`config.mk`:
```
export PLATFORM = sky130hd
export DESIGN_NAME = nmos_pmos_alu8
export DESIGN_NICKNAME = d
export VERILOG_FILES = /design/src/rtl/alu8_pkg.sv /design/src/rtl/alu8_core.sv /design/src/rtl/nmos_pmos_alu8.sv
export SDC_FILE = /design/constraint.sdc
export NUM_CORES = 2
export LEC_CHECK = 0
export CORE_MARGIN = 4
export CORE_UTILIZATION = 49
export DETAILED_ROUTE_END_ITERATION = 12
export SLEW_MARGIN = 15
export SYNTH_ARGS = -nofsm -noshare
export SYNTH_HDL_FRONTEND = slang
export SYNTH_SLANG_ARGS = --single-unit
```
`constraint.sdc`:
```
create_clock -name clk -period 9.2 [get_ports clk]
set_input_delay 1.38 -clock clk [delete_from_list [all_inputs] [get_ports clk]]
set_output_delay 1.38 -clock clk [all_outputs]
set_load 0.02 [all_outputs]
```
`src/rtl/alu8_pkg.sv`:
```
// Shared widths, func encodings and CMOS-style gate helpers for the ALU datapath.
package alu8_pkg;
  localparam int DATA_W    = 8;
  localparam int RADDR_W   = 4;
  localparam int MADDR_W   = 8;
  localparam int FUNC_W    = 3;
  localparam int NREGS     = 16;
  localparam int MEM_DEPTH = 256;

  typedef enum logic [FUNC_W-1:0] {
    F_ADD   = 3'b000,
    F_SUB   = 3'b001,
    F_AND   = 3'b010,
    F_OR    = 3'b011,
    F_XOR   = 3'b100,
    F_NOT_A = 3'b101,
    F_NOT_B = 3'b110,
    F_INC_A = 3'b111
  } func_e;

  // Static CMOS primitives.
  // inv  : one pmos pull-up and one nmos pull-down.
  // nand : parallel pmos, series nmos.
  // nor  : series pmos, parallel nmos.
  // Modelled by their logic function so the datapath stays single-driver.
  function automatic logic inv1(input logic x);
    return ~x;
  endfunction

  function automatic logic nand2(input logic x, input logic y);
    return ~(x & y);
  endfunction

  function automatic logic nor2(input logic x, input logic y);
    return ~(x | y);
  endfunction

  // Classic four-NAND XOR.
  function automatic logic xor2(input logic x, input logic y);
    logic n;
    n = nand2(x, y);
    return nand2(nand2(x, n), nand2(y, n));
  endfunction
endpackage

```
`src/rtl/alu8_core.sv`:
```
// Combinational 8-bit datapath.
// One shared ripple adder serves ADD, SUB (A + ~B + 1) and INC_A (A + 0 + 1).
module alu8_core
  import alu8_pkg::*;
(
  input  logic [DATA_W-1:0] a,
  input  logic [DATA_W-1:0] b,
  input  logic [FUNC_W-1:0] func,
  input  logic              load,
  input  logic [DATA_W-1:0] load_data,
  output logic [DATA_W-1:0] result,
  output logic              flag
);
  logic [DATA_W-1:0] sum, and_v, or_v, xor_v, nota_v, notb_v;
  logic              cout;

  // Gate-level ripple adder and bitwise logic, one bit cell per iteration.
  always_comb begin
    logic sub_op, inc_op, cy, bi, pi;
    sum    = '0;
    and_v  = '0;
    or_v   = '0;
    xor_v  = '0;
    nota_v = '0;
    notb_v = '0;
    sub_op = (func == F_SUB);
    inc_op = (func == F_INC_A);
    cy     = sub_op | inc_op;
    bi     = 1'b0;
    pi     = 1'b0;
    for (int i = 0; i < DATA_W; i++) begin
      bi        = inc_op ? 1'b0 : (sub_op ? inv1(b[i]) : b[i]);
      pi        = xor2(a[i], bi);
      sum[i]    = xor2(pi, cy);
      cy        = nand2(nand2(a[i], bi), nand2(pi, cy));
      and_v[i]  = inv1(nand2(a[i], b[i]));
      or_v[i]   = inv1(nor2(a[i], b[i]));
      xor_v[i]  = xor2(a[i], b[i]);
      nota_v[i] = inv1(a[i]);
      notb_v[i] = inv1(b[i]);
    end
    cout = cy;
  end

  // Result select: load wins, and only the arithmetic ops carry a flag.
  always_comb begin
    result = '0;
    flag   = 1'b0;
    if (load) begin
      result = load_data;
    end else begin
      case (func)
        F_ADD, F_SUB, F_INC_A: begin result = sum; flag = cout; end
        F_AND:   result = and_v;
        F_OR:    result = or_v;
        F_XOR:   result = xor_v;
        F_NOT_A: result = nota_v;
        F_NOT_B: result = notb_v;
        default: result = '0;
      endcase
    end
  end
endmodule

```
`src/rtl/nmos_pmos_alu8.sv`:
```
// Four-stage ALU pipeline: issue, execute, writeback, store.
// Holds the register bank and the result memory; no forwarding, no interlock.
module nmos_pmos_alu8
  import alu8_pkg::*;
(
  input  logic               clk,
  input  logic               rst,
  input  logic [RADDR_W-1:0] addr1,
  input  logic [RADDR_W-1:0] addr2,
  input  logic [RADDR_W-1:0] rd,
  input  logic [FUNC_W-1:0]  func,
  input  logic               load,
  input  logic [DATA_W-1:0]  load_data,
  input  logic               write,
  input  logic [MADDR_W-1:0] memaddr,
  input  logic [MADDR_W-1:0] mem_rdaddr,
  output logic [DATA_W-1:0]  mem_rdata,
  output logic [DATA_W-1:0]  Zout,
  output logic               carry_borrow
);
  logic [DATA_W-1:0]  regs [NREGS];
  logic [DATA_W-1:0]  mem  [MEM_DEPTH];

  // vld_pipe[0]: stage-1 valid, [1]: stage-2 valid, [2]: stage-3 valid.
  logic [2:0]         vld_pipe;

  logic [DATA_W-1:0]  s1_a, s1_b, s1_ld;
  logic [RADDR_W-1:0] s1_rd;
  logic [FUNC_W-1:0]  s1_func;
  logic               s1_load, s1_write;
  logic [MADDR_W-1:0] s1_ma;

  logic [DATA_W-1:0]  s2_res;
  logic               s2_flag, s2_write;
  logic [RADDR_W-1:0] s2_rd;
  logic [MADDR_W-1:0] s2_ma;

  logic               s3_write;
  logic [MADDR_W-1:0] s3_ma;

  logic [DATA_W-1:0]  ex_res;
  logic               ex_flag;

  alu8_core u_core (
    .a         (s1_a),
    .b         (s1_b),
    .func      (s1_func),
    .load      (s1_load),
    .load_data (s1_ld),
    .result    (ex_res),
    .flag      (ex_flag)
  );

  // Pipeline registers; reset discards every in-flight instruction.
  always_ff @(posedge clk or posedge rst) begin
    if (rst) begin
      vld_pipe     <= '0;
      s1_a         <= '0;
      s1_b         <= '0;
      s1_ld        <= '0;
      s1_rd        <= '0;
      s1_func      <= '0;
      s1_load      <= 1'b0;
      s1_write     <= 1'b0;
      s1_ma        <= '0;
      s2_res       <= '0;
      s2_flag      <= 1'b0;
      s2_write     <= 1'b0;
      s2_rd        <= '0;
      s2_ma        <= '0;
      Zout         <= '0;
      carry_borrow <= 1'b0;
      s3_write     <= 1'b0;
      s3_ma        <= '0;
    end else begin
      vld_pipe     <= {vld_pipe[1:0], 1'b1};
      // Operand reads see the bank before this edge's writeback.
      s1_a         <= regs[addr1];
      s1_b         <= regs[addr2];
      s1_ld        <= load_data;
      s1_rd        <= rd;
      s1_func      <= func;
      s1_load      <= load;
      s1_write     <= write;
      s1_ma        <= memaddr;
      s2_res       <= ex_res;
      s2_flag      <= ex_flag;
      s2_write     <= s1_write;
      s2_rd        <= s1_rd;
      s2_ma        <= s1_ma;
      Zout         <= s2_res;
      carry_borrow <= s2_flag;
      s3_write     <= s2_write;
      s3_ma        <= s2_ma;
    end
  end

  // Register bank writeback from stage 2 into the bank at the stage-3 edge.
  always_ff @(posedge clk or posedge rst) begin
    if (rst) begin
      for (int i = 0; i < NREGS; i++) regs[i] <= '0;
    end else if (vld_pipe[1]) begin
      regs[s2_rd] <= s2_res;
    end
  end

  // Result memory store; contents survive reset.
  always_ff @(posedge clk) begin
    if (vld_pipe[2] && s3_write) mem[s3_ma] <= Zout;
  end

  assign mem_rdata = mem[mem_rdaddr];
endmodule

```
# Yosys cells after proc, flatten, opt, wreduce, memory -nomap -nowiden
# Memories as Yosys holds them, arrays and structs flattened.
# Index checks and enable logic that the tools add are counted.
# word_totals
reg_bits	212
ramBits	2048
inputBits	43
out_inout_bits	17
word_cells	317
mem_count	1
# memory_table
memory	words	word_bits	read_ports	rd_ports_with_merged_regs	write_ports	line_no	text
mem	256	8	1	0	1	nmos_pmos_alu8.sv:22	logic [DATA_W-1:0] mem [MEM_DEPTH];
# op_classes
magnitude_cmp	4
eq_ne	7
muxes	31
bitwise_logic	236
reduce_logical	4
# ops
cell	count
$bwmux 128	1
$not 1->1	120
$and 1x1->1	104
$bmux 8 s4	2
$mux 8	6
$pmux 8 s6	1
$demux 8 s4	1
$mux 1	20
$ge 5x5->1 const B	3
$not 4->5	3
$eq 3x3->1 const B	4
$or 1x1->1	9
$eq 3x2->1 const B	2
$lt 5x1->1 const B	1
$eq 3x1->1 const B	1
$logic_not 3->1	1
$reduce_or 3->1	1
$logic_and 1x1->1	2

# Longest topological paths before layout
# logic_depth
depth_word	45
ltp_mapped	16
depth_no_buf	14

# By module
# A second synthesis with hierarchy kept.
# hier_totals
cells_unflattened	4456
area_unflattened_um2	89417.0
# by_module_without_submodules
mod	n_inst	cells_each	area_each_um2	seq_area_each_um2
nmos_pmos_alu8	1	4292	88307.2	66804.1
alu8_core	1	164	1109.8	0.0

# Least setup slack after synthesis
# OpenSTA, ideal clock, no wires.
# synth_timing
path_kind	reg2reg
startpoint	register s1_func[0]
endpoint	register s2_res[7]
setup_time_ps	129
t_arrival_ps	4779
required_time_ps	9071
setup_slack_ps	4292
stages_incl_launch_ff	16
n_path_buf	2
period_less_slack_ps	4908
cell_sequence	dfrtp_1 -> clkbuf_1 -> clkbuf_1 -> nand2_1 -> nand2_1 -> o21ai_0 -> fa_1 -> fa_1 -> fa_1 -> fa_1 -> fa_1 -> fa_1 -> fa_1 -> fa_1 -> o21ai_0 -> o21ai_0
# synth_between
elab_chain_cells	45
elab_cells_between_ends	128
classes_between	eq/ne (7); mux (18); bitwise (101); reduce/logical (2)
# synth_lines
item	line_no	text
start, declared	nmos_pmos_alu8.sv:29	logic [FUNC_W-1:0] s1_func;
start signal, assigned	nmos_pmos_alu8.sv:82	s1_func <= func;
$eq 3x1->1	alu8_core.sv:26, alu8_core.sv:52	
$mux 1 (2 in a row)	alu8_core.sv:32	bi = inc_op ? 1'b0 : (sub_op ? inv1(b[i]) : b[i]);
$and 1x1->1	alu8_pkg.sv:31	return ~(x & y);
$not 1->1	alu8_pkg.sv:31	
$and 1x1->1	alu8_pkg.sv:31	
$not 1->1	alu8_pkg.sv:31	
$and 1x1->1	alu8_pkg.sv:31	
$not 1->1	alu8_pkg.sv:31	
(+29 left out)	--	
$not 1->1	alu8_pkg.sv:31	
$and 1x1->1	alu8_pkg.sv:31	
$not 1->1	alu8_pkg.sv:31	
$and 1x1->1	alu8_pkg.sv:31	
$not 1->1	alu8_pkg.sv:31	
$pmux 8 s6 *	alu8_core.sv:52	case (func)
$mux 8 *	alu8_core.sv:49	if (load) begin
via ex_res[7]	nmos_pmos_alu8.sv:41	logic [DATA_W-1:0] ex_res;
end signal, assigned	nmos_pmos_alu8.sv:86	s2_res <= ex_res;
end, declared	nmos_pmos_alu8.sv:33	logic [DATA_W-1:0] s2_res;
# Mark *: on every way through the listed nets, which the timed path passes. The rest lies on a longest branch.
# A chain may end at the register's enable or synchronous reset.

# Final worst setup path
# layout_timing
startpoint	input port mem_rdaddr[2]
endpoint	output port mem_rdata[7]
# layout_between
elab_chain_cells	1
# layout_lines
item	line_no	text
start, declared	nmos_pmos_alu8.sv:16	input logic [MADDR_W-1:0] mem_rdaddr,
$mem_v2 256x8	--	
end, declared	nmos_pmos_alu8.sv:17	output logic [DATA_W-1:0] mem_rdata,
# No other way between the ends.

==> run metrics <==
status=finished, final reports clean; GP Congestion=about 0.9; Slew headroom=approximately 17%; cell leakage power=31.8 nW; Synth Register Bits=2260; Clock Latency Late Sink=0.88 ns; Hold Crit Start=s1_ma[7]$_DFF_PP0_; Cell Int Power=about 18 mW; setup_tns=0 ns; Worst Path Arrival=between 5 and 6 ns; fraction of layout cells with a size suffix above 1=23.8%; Unique masters post-synth=64; Wirelength per Cell=33.3 um; Placed Instances=approximately 6700; via/cell ratio=6.33; clock share of power=38.0%; CTS root buf=clkbuf_16; total CTS buffers=221; Critical path origin=mem_rdaddr[2]; Setup crit end=mem_rdata[7]; critical path fanouts, max=19; CP Class=in2out; CP Cell Sequence=buf_4 > buf_4 > inv_2 > buf_4 > nor3_1 > a22oi_1 > a311oi_1 > nor3_1 > nor4_1 > buf_4 > clkdlybuf4s50_1; GR Util All Layers=about a quarter; final setup fails=0; Post-synth EDFFs=2048; Finished Core Util=55.0%; Row Count=roughly 160; area of the core=0.181 mm^2; IO Port Bufs=59; commonest non-fill, non-tap cells in the layout=edfxtp_1 (2048), mux4_2 (514), nor2_1 (300); post-synthesis instance area=0.0893 mm^2; Slowest-stage cell, CP=a311oi_1; CP Launch Type=input port; final worst path period share=between 80% and 90%; Post-CTS Resized=0; htree depth=4; vias in the first global route=approximately 44000; Routed Antenna Nets=0; Biggest register=mem; Initial Utilization=49.4%; iteration count of the initial detailed-routing pass=5; fin. max-slew vios=0; synthesized instance count=4391; max_cap viols=0; setup bufs post-CTS=0; DR vias=44700; Critical path buffers and inverters=6; r2r worst-path depth=14; HP Class=reg2reg; Primary FF master, synth=edfxtp_1; required time of the critical path=7.82 ns; CTS tree=built; Min Hold Slack=roughly 0.35 ns; Worst path top cell family by delay=buffers and inverters; commonest non-fill, non-tap cell in the layout=edfxtp_1; Die Y=between 400 and 500 um; Net Sw Power=5.61 mW; pwr dens=236 mW/mm^2; total wire length=235000 um; logic gate share of total power=9.2%; max reg flops=2048; IR drop worst, VDD=0.000198 V; first-pass GRT wire length=337000 um; Sinks on Clock Net=around 2300; Hold Buf Count CTS=0; Die X=435 um; final hold viol count=0; Critical R2R Capture=s2_res[7]$_DFF_PP0_; clock slew at reported path FFs=approximately 0.06 ns; Residual DRC=0; clk buf depth=3; grt ovf=0; Switching Fraction=23.9%; Final #Nets=4574; initial antenna violation count=3; Final Skew=between 0.05 and 0.06 ns; Layout area overhead=11.3%; FMAX=136 MHz; Top Registers=mem (2048), regs (128); Seq pwr share=52.8%; max incr delay on CP=a little under 0.8 ns; die area=between 0.15 and 0.2 mm^2; fin cells=around 7100; HPWL reported at the end of detailed placement=147000 um; reg2reg start=s1_func[0]$_DFF_PP0_; Yosys Warn Count=0; critical path depth=11; Mapped Nets=4458; initial DRC count=5740; n_diodes=0; I/O pins=60; Critical Path End Type=primary output; reg-to-reg slack, setup=3.81 ns; largest net degree at the start of global routing=roughly 180; Post-synth ARST share=9.38%; register area share after synthesis=74.8%; CP most frequent cell=buf_4; minimum clock period=between 7 and 8 ns; RSZ-0062 raised after global routing=no; Worst-Margin Slew=1.24 ns; Avg Inst Size Synth=slightly above 20 um^2
## worst reg2reg max path, delay by kind of cell (launching register included)
| family | cells | cell delay, ns |
|---|---|---|
| DFF | 1 | 0.62 |
| AOI/OAI and AO/OA | 4 | 0.55 |
| and+or+nand+nor | 2 | 0.56 |
| adders and majority gates | 8 | 3.53 |
## power groups by stage
stage	clock (mW)	sequential [mW]	combinational [mW]
6_report	8.91	12.4	2.15
5_1_grt	9.48	12.4	2.31
4_1_cts	9.04	12.4	2.17
3_5_place_dp	0	12.6	2.17
3_3_place_gp	0	12.6	2.12
2_1_floorplan	0	12.8	1.08
## worst min path at each step
stage / end / slack, ns / depth (start not counted)
after floorplan: carry_borrow$_DFF_PP0_ / 0.33 / 0
after global placement: s3_ma[4]$_DFF_PP0_ / 0.33 / 0
after detailed placement: s3_write$_DFF_PP0_ / 0.33 / 0
after CTS: s3_write$_DFF_PP0_ / 0.35 / 0
after global routing: s3_write$_DFF_PP0_ / 0.35 / 0
final: s2_ma[7]$_DFF_PP0_ / 0.35 / 0
## per-stage QoR
stage / worst slack, ns / area (um^2) / power (mW)
2_1_floorplan: 2.03 / 89300 / 13.9
3_3_place_gp: 1.76 / 92300 / 14.7
3_5_place_dp: 1.92 / 92300 / 14.8
4_1_cts: 1.90 / 99500 / 23.6
5_1_grt: 1.95 / 99500 / 24.2
6_report: 1.83 / 99500 / 23.4
## logic make-up (layout without fill, tap and decap cells)
logic type / after synthesis / in the layout / synth area share (%)
AO/OA/AOI/OAI: 463 / 463 / 3.54
flip-flops: 2260 / 2260 / 74.8
other: 1 / 1 / 0.00420
AND/OR/NAND/NOR: 547 / 547 / 2.79
adder cells (fa/ha/maj): 24 / 24 / 0.403
buffers and inverters: 298 / 601 / 1.95
multiplexers: 798 / 798 / 16.5
## Yosys cell counts, drive strengths merged (7+ instances only)
cell       n  area [um^2]
ha        16          200
fa         8          160
buf      124         1090
o211ai     8         60.1
dfrtp    212         5310
a211oi    26          195
nor2b     25          156
a221oi    11         96.3
o21ai     26          130
nand2b    17          106
mux2     133         1500
mux2i    139         1390
clkbuf   151          567
nor4      28          225
inv       22         82.6
nand3     37          185
nor2     304         1140
a22oi    151         1130
a21oi    109          546
edfxtp  2048        61500
o221ai    33          289
nand2     70          263
nand4      9         56.3
mux4     526        11900
o22ai     60          375
nor3      30          160
a22o       7         61.3
## layout make-up
type                            instances  area, um^2
Clock buffer                          294        5950
Clock inverter                        116        1190
Fill cell                           13700       81500
Inverter                               23        93.8
Multi-Input combinational cell       1833       20900
Sequential cell                      2260       66800
Tap cell                             2370        2970
Timing Repair Buffer                  168        1540
## routing by layer
| layer | vias up | share of wire [%] | global-route usage [%] |
|---|---|---|---|
| li1 | 18400 | - | - |
| met1 | 24000 | 41 | 35.7 |
| met2 | 1966 | 48 | 38.8 |
| met3 | 367 | 7.7 | 4.70 |
| met4 | 2 | 3.3 | 7.89 |
| met5 | - | 0.0055 | 0 |
(Power assumes the default switching activity.)
